$ cat src/rtl/uart_transmitter.sv
// uart_transmitter: serialises one handshake-accepted word into a start/data/parity/stop
// frame on a registered, idle-high serial line.
module uart_transmitter #(
    parameter int CLKS_PER_BIT = 16,
    parameter int DATA_BITS    = 8,
    parameter int PARITY_EN    = 1,
    parameter int PARITY_ODD   = 0,
    parameter int STOP_BITS    = 2
) (
    input  logic                 clk,
    input  logic                 rst,
    input  logic [DATA_BITS-1:0] tx_data,
    input  logic                 tx_valid,
    output logic                 tx_ready,
    output logic                 tx_out,
    output logic                 tx_busy,
    output logic                 tx_done
);
    localparam int TW = $clog2(CLKS_PER_BIT) + 1;
    localparam int IW = $clog2(DATA_BITS);

    typedef enum logic [2:0] {IDLE, START, DATA, PARITY, STOP} state_t;

    state_t               state, state_n;
    logic [DATA_BITS-1:0] shift, shift_n;
    logic [TW-1:0]        timer, timer_n;
    logic [IW-1:0]        bit_idx, bit_idx_n;
    logic                 stop_cnt, stop_cnt_n;
    logic                 par, par_n, out_n;
    logic                 last;

    assign last     = timer == TW'(CLKS_PER_BIT - 1);
    assign tx_ready = state == IDLE;
    assign tx_busy  = state != IDLE;
    assign tx_done  = state == STOP && last && stop_cnt == 1'(STOP_BITS - 1);

    always_ff @(posedge clk) begin
        if (rst) begin
            state    <= IDLE;
            shift    <= '0;
            timer    <= '0;
            bit_idx  <= '0;
            stop_cnt <= 1'b0;
            par      <= 1'b0;
            tx_out   <= 1'b1;
        end else begin
            state    <= state_n;
            shift    <= shift_n;
            timer    <= timer_n;
            bit_idx  <= bit_idx_n;
            stop_cnt <= stop_cnt_n;
            par      <= par_n;
            tx_out   <= out_n;
        end
    end

    always_comb begin
        state_n    = state;
        shift_n    = shift;
        bit_idx_n  = bit_idx;
        stop_cnt_n = stop_cnt;
        par_n      = par;
        timer_n    = (state == IDLE || last) ? '0 : timer + 1'b1;
        case (state)
            IDLE: if (tx_valid) begin
                state_n = START;
                shift_n = tx_data;
                par_n   = ^tx_data ^ 1'(PARITY_ODD);
            end
            START: if (last) state_n = DATA;
            DATA: if (last) begin
                shift_n   = shift >> 1;
                bit_idx_n = bit_idx + 1'b1;
                if (bit_idx == IW'(DATA_BITS - 1)) begin
                    bit_idx_n = '0;
                    state_n   = PARITY_EN != 0 ? PARITY : STOP;
                end
            end
            PARITY: if (last) state_n = STOP;
            STOP: if (last) begin
                stop_cnt_n = stop_cnt + 1'b1;
                if (tx_done) begin
                    stop_cnt_n = 1'b0;
                    state_n    = IDLE;
                end
            end
            default: state_n = IDLE;
        endcase
        // line level is derived from the next state so tx_out stays a clean flop output
        out_n = state_n == START  ? 1'b0 :
                state_n == DATA   ? shift_n[0] :
                state_n == PARITY ? par_n : 1'b1;
    end
endmodule

$ cat config.mk
export PLATFORM = sky130hd
export DESIGN_NAME = uart_transmitter
export DESIGN_NICKNAME = d
export VERILOG_FILES = /design/src/rtl/uart_transmitter.sv
export SDC_FILE = /design/constraint.sdc
export NUM_CORES = 1
export LEC_CHECK = 0
export CORE_AREA = 2 2 47 49
export CTS_CLUSTER_DIAMETER = 150
export CTS_CLUSTER_SIZE = 28
export DETAILED_ROUTE_END_ITERATION = 10
export DIE_AREA = 0 0 49 51
export HOLD_SLACK_MARGIN = 0.08
export PLACE_DENSITY = 0.86
export SLEW_MARGIN = 30
export SYNTH_ARGS = -nofsm -noshare
export SYNTH_HDL_FRONTEND = slang
export SYNTH_SLANG_ARGS = --single-unit
$ cat constraint.sdc
create_clock -name clk -period 3.35 [get_ports clk]
set_input_delay 0.335 -clock clk [delete_from_list [all_inputs] [get_ports clk]]
set_output_delay 0.335 -clock clk [all_outputs]
set_load 0.005 [all_outputs]
==> impl_metrics.env, run 1 <==
export IMPL_peakVddDrop_uv=261
export IMPL_n_fill_cell=178
export IMPL_grt_pass1_wl_mm=3.02
export IMPL_synthArstFlopShare_pct=0
export IMPL_postCtsHoldBufs=0
export IMPL_cp_required_ps=3010
export IMPL_insertion_delay_ps=300
export IMPL_synth_most_common_cell="dfxtp_1"
export IMPL_wl_per_cell_um=12.4
export IMPL_clock_skew_ps=2.82
export IMPL_grt_max_degree=19
export IMPL_min_period_ps=2510
export IMPL_synth_main_ff_cell="dfxtp_1"
export IMPL_die_h_um=51
export IMPL_arrival_ps=2180
export IMPL_topRoutingLayerUsed="met4"
export IMPL_port_buffer_count=14
export IMPL_first_pass_iters=4
export IMPL_insertedDiodeCount=0
export IMPL_routabilityCongestion=0.788
export IMPL_syn2layout_area_growth_pct=15.1
export IMPL_final_setup_tns_ps=0
export IMPL_finalWirelength_mm=1.84
export IMPL_cts_num_sinks=22
export IMPL_final_period_utilization_pct=75.0
export IMPL_gr_total_overflow=0
export IMPL_worst_slew_pin_slew_ps=623
export IMPL_relSlewSlack_pct=58.3
export IMPL_finalHoldViolCount=0
export IMPL_rsz0062_at_grt="no"
export IMPL_io_pins=15
export IMPL_detail_route_antenna_nets=0
export IMPL_finalNetCount=138
export IMPL_cts_setup_buffers=0
export IMPL_syn_nets=123
export IMPL_wl_met2_um=928
export IMPL_globalRouteTotalUtil_pct=16.1
export IMPL_cts_reportedPaths_clkPinSlew_ps=110
export IMPL_critPathMaxFanout=9
export IMPL_synth_top_area_cell="dfxtp_1"
export IMPL_synth_area_mm2=0.00106
export IMPL_synth_edf_count=0
export IMPL_grt_pass1_vias=718
export IMPL_cts_path_max_buffers=2
export IMPL_stdcell_count=149
export IMPL_crit_type="flip-flop to output pin"
export IMPL_cts_resized_gates=0
export IMPL_htreeDepth=1
export IMPL_avgSynthCellArea_um2=9.82
export IMPL_cap_violations=0
export IMPL_setup_viol=0
export IMPL_cp_start_kind="flip-flop"
export IMPL_drtIter0Drc=17
export IMPL_start_util_pct=51.4
export IMPL_cts_tree="done"
export IMPL_worstHoldPathType="flip-flop to flip-flop"
export IMPL_synth_top_cell_area_share_pct=41.5
export IMPL_root_buffer="clkbuf_4"
export IMPL_drcViolationCount=0
export IMPL_status="finished clean"
export IMPL_synth_cells=108
export IMPL_end_kind="output pin"
export IMPL_antenna_found_initial=0
export IMPL_yosys_warnings=0
export IMPL_synth_seq_cells=22
export IMPL_p_leak_nw=0.447
export IMPL_wl_met3_um=75
export IMPL_drive_gt1_share_pct=11.6
export IMPL_synth_yosys_seq_area_share_pct=41.5
export IMPL_core_rowCount=17
export IMPL_vias_per_cell=5.44
export IMPL_ys_types=33
export IMPL_ys_top_cells_by_count="dfxtp_1 (22), nor2_1 (17), xnor2_1 (9)"
export IMPL_place_hpwl_mm=1.31
export IMPL_num_vias=810
export IMPL_dp_cells=146
export IMPL_powerDensity_mw_per_mm2=375
export IMPL_synthTopCellsByArea="dfxtp_1 (42%), xnor2_1 (7.4%), nor2_1 (6.0%)"
export IMPL_slew_viol_final=0
export IMPL_core_area_mm2=0.00206
export IMPL_max_freq_mhz=398
export IMPL_die_area_mm2=0.00250
export IMPL_die_w_um=49
export IMPL_cts_inserted_buffers=3
export IMPL_wl_met1_um=811
==> layout make-up <==
| cell class | instances | area, um2 | area share (%) |
|---|---|---|---|
| Tap cell | 28 | 35.0 | 2.87 |
| Timing Repair Buffer | 15 | 148 | 12.1 |
| Inverter | 3 | 11.3 | 0.922 |
| Multi-Input combinational cell | 78 | 564 | 46.2 |
| Sequential cell | 22 | 440 | 36.1 |
| Clock buffer | 3 | 22.5 | 1.84 |
==> where the power goes <==
group / switching [mW] / internal, mW / total, mW
Combinational: 0.0280 / 0.0362 / 0.0641
Clock: 0.0743 / 0.0419 / 0.116
Sequential: 0.00673 / 0.271 / 0.278
==> critical path, cell delays in order (launching register included) <==
cell and delay, ps:
dfxtp_1 370, ha_1 200, and3_1 170, ha_1 290
and3_1 230, and2_1 130, clkdlybuf4s50_1 490
==> registers in the layout, summed over array words and instances (netlist names) <==
signal	flops
shift	8
timer	5
bit_idx	3
state	3
par	1
stop_cnt	1
tx_out	1
==> metal layers <==
layer / vias to the layer above / track usage (%)
met4: 0 / 9.52
met1: 383 / 17.2
met2: 22 / 28.8
met5: - / 0
met3: 4 / 4.09
li1: 401 / -
==> worst paths after layout <==
path / from / end / slack [ps] / depth (start not counted)
setup / recovery: timer[0] / tx_done / 840 / 6
hold / removal: timer[0] / timer[0] / 450 / 1
setup reg to reg: timer[0] / shift[5] / 1110 / 8
hold reg to reg: timer[0] / timer[0] / 450 / 1
==> kinds of logic (layout without fill, tap and decap cells) <==
| group | after synthesis | after routing | share of synthesized area, % |
|---|---|---|---|
| buf+inv | 8 | 21 | 5.31 |
| fa+ha+maj | 4 | 4 | 4.72 |
| simple gates | 39 | 39 | 22.2 |
| flops | 22 | 22 | 41.5 |
| compound gates | 22 | 22 | 15.2 |
| xor+xnor | 10 | 10 | 8.26 |
| mux | 3 | 3 | 2.83 |
==> placed cells by master (no fill, tap or decap), types with 2 or more instances in the layout <==
master           netlist  layout
a21oi_1                8       8
a22oi_1                7       7
and3_1                 2       2
clkbuf_4               0       3
clkdlybuf4s50_1        0      14
dfxtp_1               22      22
ha_1                   4       4
inv_1                  3       3
mux2i_1                3       3
nand2_1                7       7
nand3_1                2       2
nor2_1                17      17
xnor2_1                9       9
==> stage by stage <==
step	power [mW]	area, um2	setup WS (ps)	hold slack [ps]	util, %
4_1_cts	0.462	1220	838	462	59.2
3_5_place_dp	0.348	1200	1150	446	58.1
2_1_floorplan	0.326	1060	1530	418	-
5_1_grt	0.480	1220	690	493	59.2
6_report	0.458	1220	838	455	59.2
3_3_place_gp	0.346	1200	1220	427	58.1
Power figures use the tool's default switching activity.
==> run 2: changes to the inputs <==
--- a/config.mk
+++ b/config.mk
@@ -5,13 +5,13 @@
 export SDC_FILE = /design/constraint.sdc
 export NUM_CORES = 1
 export LEC_CHECK = 0
-export CORE_AREA = 2 2 47 49
+export CORE_AREA = 2 2 49 51
 export CTS_CLUSTER_DIAMETER = 150
 export CTS_CLUSTER_SIZE = 28
 export DETAILED_ROUTE_END_ITERATION = 10
-export DIE_AREA = 0 0 49 51
+export DIE_AREA = 0 0 51 53
 export HOLD_SLACK_MARGIN = 0.08
-export PLACE_DENSITY = 0.86
+export PLACE_DENSITY = 0.8
 export SLEW_MARGIN = 30
 export SYNTH_ARGS = -nofsm -noshare
 export SYNTH_HDL_FRONTEND = slang
==> constraint.sdc (replaced) <==
create_clock -name clk -period 2.4 [get_ports clk]
set_input_delay 0.24 -clock clk [delete_from_list [all_inputs] [get_ports clk]]
set_output_delay 0.24 -clock clk [all_outputs]
set_load 0.005 [all_outputs]
==> impl_metrics.env, run 2 (same netlist as run 1, synthesis figures left out) <==
export IMPL_die_area_mm2=0.00270
export IMPL_wl_per_cell_um=11.8
export IMPL_crit_path_frequent_cell="and3_1"
export IMPL_first_pass_iters=4
export IMPL_wl_met2_um=859
export IMPL_wl_met3_um=72
export IMPL_finalWirelength_mm=1.80
export IMPL_finalWorstSetupSlack_ps=99.5
export IMPL_core_rowCount=17
export IMPL_largest_register="shift"
export IMPL_topRoutingLayerUsed="met4"
export IMPL_seqCellArea_um2=442
export IMPL_routabilityCongestion=0.799
export IMPL_min_from="timer[0]"
export IMPL_worstHoldPathType="flip-flop to flip-flop"
export IMPL_vias_per_cell=5.25
export IMPL_place_hpwl_mm=1.31
export IMPL_pwr_share_seq_pct=56.3
export IMPL_n_fill_cell=182
export IMPL_cts_num_sinks=22
export IMPL_final_common_cell="dfxtp_1"
export IMPL_p_leak_nw=0.470
export IMPL_start_util_pct=49.4
export IMPL_cts_tree="done"
export IMPL_cts_inserted_buffers=3
export IMPL_finalNetCount=141
export IMPL_wl_met1_um=833
export IMPL_cap_violations=0
export IMPL_relSlewSlack_pct=74.2
export IMPL_switching_power_mw=0.164
export IMPL_insertedDiodeCount=0
export IMPL_insertion_delay_ps=310
export IMPL_status="finished clean"
export IMPL_stdcell_count=153
export IMPL_internal_power_mw=0.526
export IMPL_io_pins=15
export IMPL_detail_route_antenna_nets=0
export IMPL_cp_start_kind="flip-flop"
export IMPL_r2r_setup_slack_ps=520
export IMPL_peakVddDrop_uv=300
export IMPL_final_setup_tns_ps=0
export IMPL_grt_pass1_vias=719
export IMPL_crit_path_top_delay_cell="clkdlybuf4s50_1"
export IMPL_path_cells="ha_1, and3_1, ha_4, and3_1, and2_1, clkdlybuf4s50_1"
export IMPL_end_kind="output pin"
export IMPL_reg2reg_depth=8
export IMPL_clock_skew_ps=6.58
export IMPL_drcViolationCount=0
export IMPL_drtIter0Drc=8
export IMPL_num_vias=803
export IMPL_hold_depth=1
export IMPL_htreeDepth=1
export IMPL_core_area_mm2=0.00215
export IMPL_cp_slowest_stage_delay_ps=490
export IMPL_max_freq_mhz=435
export IMPL_setup_viol=0
export IMPL_gr_total_overflow=0
export IMPL_p_sw_share_pct=23.7
export IMPL_drive_gt1_share_pct=16.0
export IMPL_cp_required_ps=2160
export IMPL_syn2layout_area_growth_pct=19.8
export IMPL_final_period_utilization_pct=95.9
export IMPL_dp_cells=149
export IMPL_pwr_share_comb_pct=13.7
export IMPL_cts_reportedPaths_clkPinSlew_ps=120
export IMPL_antenna_found_initial=0
export IMPL_critPathMaxFanout=9
export IMPL_worst_slew_pin_slew_ps=386
export IMPL_root_buffer="clkbuf_4"
export IMPL_die_w_um=51
export IMPL_grt_max_degree=13
export IMPL_min_period_ps=2300
export IMPL_hold_end="timer[0]"
export IMPL_place_ws_ps=332
export IMPL_largest_reg_flops=8
export IMPL_power_frac_clock_pct=30.0
export IMPL_multi_input_area_um2=577
export IMPL_powerDensity_mw_per_mm2=542
export IMPL_finalHoldViolCount=0
export IMPL_slew_viol_final=0
export IMPL_r2r_end="tx_out"
export IMPL_cts_path_max_buffers=2
export IMPL_arrival_ps=2060
export IMPL_top_regs="shift x8, timer x5"
export IMPL_final_cell_mix="dfxtp_1 (21), nor2_1 (17), clkdlybuf4s50_1 (14)"
export IMPL_globalRouteTotalUtil_pct=15.6
export IMPL_crit_type="flip-flop to output pin"
export IMPL_grt_pass1_wl_mm=3.08
export IMPL_r2r_start="timer[0]"
export IMPL_die_h_um=53
export IMPL_port_buffer_count=14
## run 2: layout make-up
cell class	instances	area share, %
Tap cell	28	2.76
Inverter	3	0.886
Clock buffer	4	2.85
Timing Repair Buffer	18	13.4
Multi-Input combinational cell	78	45.4
Sequential cell	22	34.7
## run 2: power by group through the flow
| stage | Combinational, mW | Sequential, mW | Clock [mW] |
|---|---|---|---|
| after global placement | 0.0931 | 0.396 | 0 |
| after CTS | 0.0952 | 0.388 | 0.217 |
| after global routing | 0.104 | 0.390 | 0.228 |
| after detailed placement | 0.0951 | 0.396 | 0 |
| final | 0.0942 | 0.388 | 0.207 |
| after floorplan | 0.0639 | 0.392 | 0 |
## run 2: per-layer routing
layer | global-route usage (%) | vias up
li1 | - | 410
met1 | 19.3 | 368
met2 | 26.2 | 22
met3 | 2.54 | 3
met4 | 8.11 | 0
met5 | 0 | -
## run 2: how the worst max path moves through the flow
stage / startpoint / endpoint / slack [ps] / depth (start not counted)
3_3_place_gp: timer[0] / tx_done / 400 / 6
4_1_cts: timer[0] / tx_done / 20 / 6
5_1_grt: timer[0] / tx_done / -5 / 6
2_1_floorplan: timer[0] / tx_out / 580 / 8
3_5_place_dp: timer[0] / tx_done / 330 / 6
6_report: timer[0] / tx_done / 100 / 6
## run 2: worst max-delay path: cells and delay by family, from the launching register on
kind,cells,cell delay [ps]
simple gates,3,550
flops,1,360
fa+ha+maj,2,350
buf+inv,1,490
## run 2: per-stage QoR
| stage | hold slack, ps | util (%) | power (mW) | cell area [um2] |
|---|---|---|---|---|
| 2_1_floorplan | 401 | - | 0.456 | 1060 |
| 3_3_place_gp | 428 | 56.8 | 0.489 | 1220 |
| 3_5_place_dp | 436 | 56.8 | 0.491 | 1220 |
| 5_1_grt | 449 | 59.2 | 0.722 | 1270 |
| 4_1_cts | 454 | 58.6 | 0.700 | 1260 |
| 6_report | 420 | 59.2 | 0.690 | 1270 |
## run 2: repair_timing
item | CTS | global route
endpoints found under the setup margin | 1 | 1
pin swaps | 0 | 0
hold buffers | 0 | 0
buffers inserted | 0 | 0
gates resized for setup | 1 | 2
==> run 3: changes to the inputs <==
--- a/config.mk
+++ b/config.mk
@@ -5,6 +5,7 @@
 export SDC_FILE = /design/constraint.sdc
 export NUM_CORES = 1
 export LEC_CHECK = 0
+export ABC_CLOCK_PERIOD_IN_PS = 2400
 export CORE_AREA = 2 2 49 51
 export CTS_CLUSTER_DIAMETER = 150
 export CTS_CLUSTER_SIZE = 28
@@ -12,6 +13,7 @@
 export DIE_AREA = 0 0 51 53
 export HOLD_SLACK_MARGIN = 0.08
 export PLACE_DENSITY = 0.8
+export SKIP_LAST_GASP = 1
 export SLEW_MARGIN = 30
 export SYNTH_ARGS = -nofsm -noshare
 export SYNTH_HDL_FRONTEND = slang
==> results of run 3 <==
The final DEF is identical to that of run 2; final timing and power are the same.
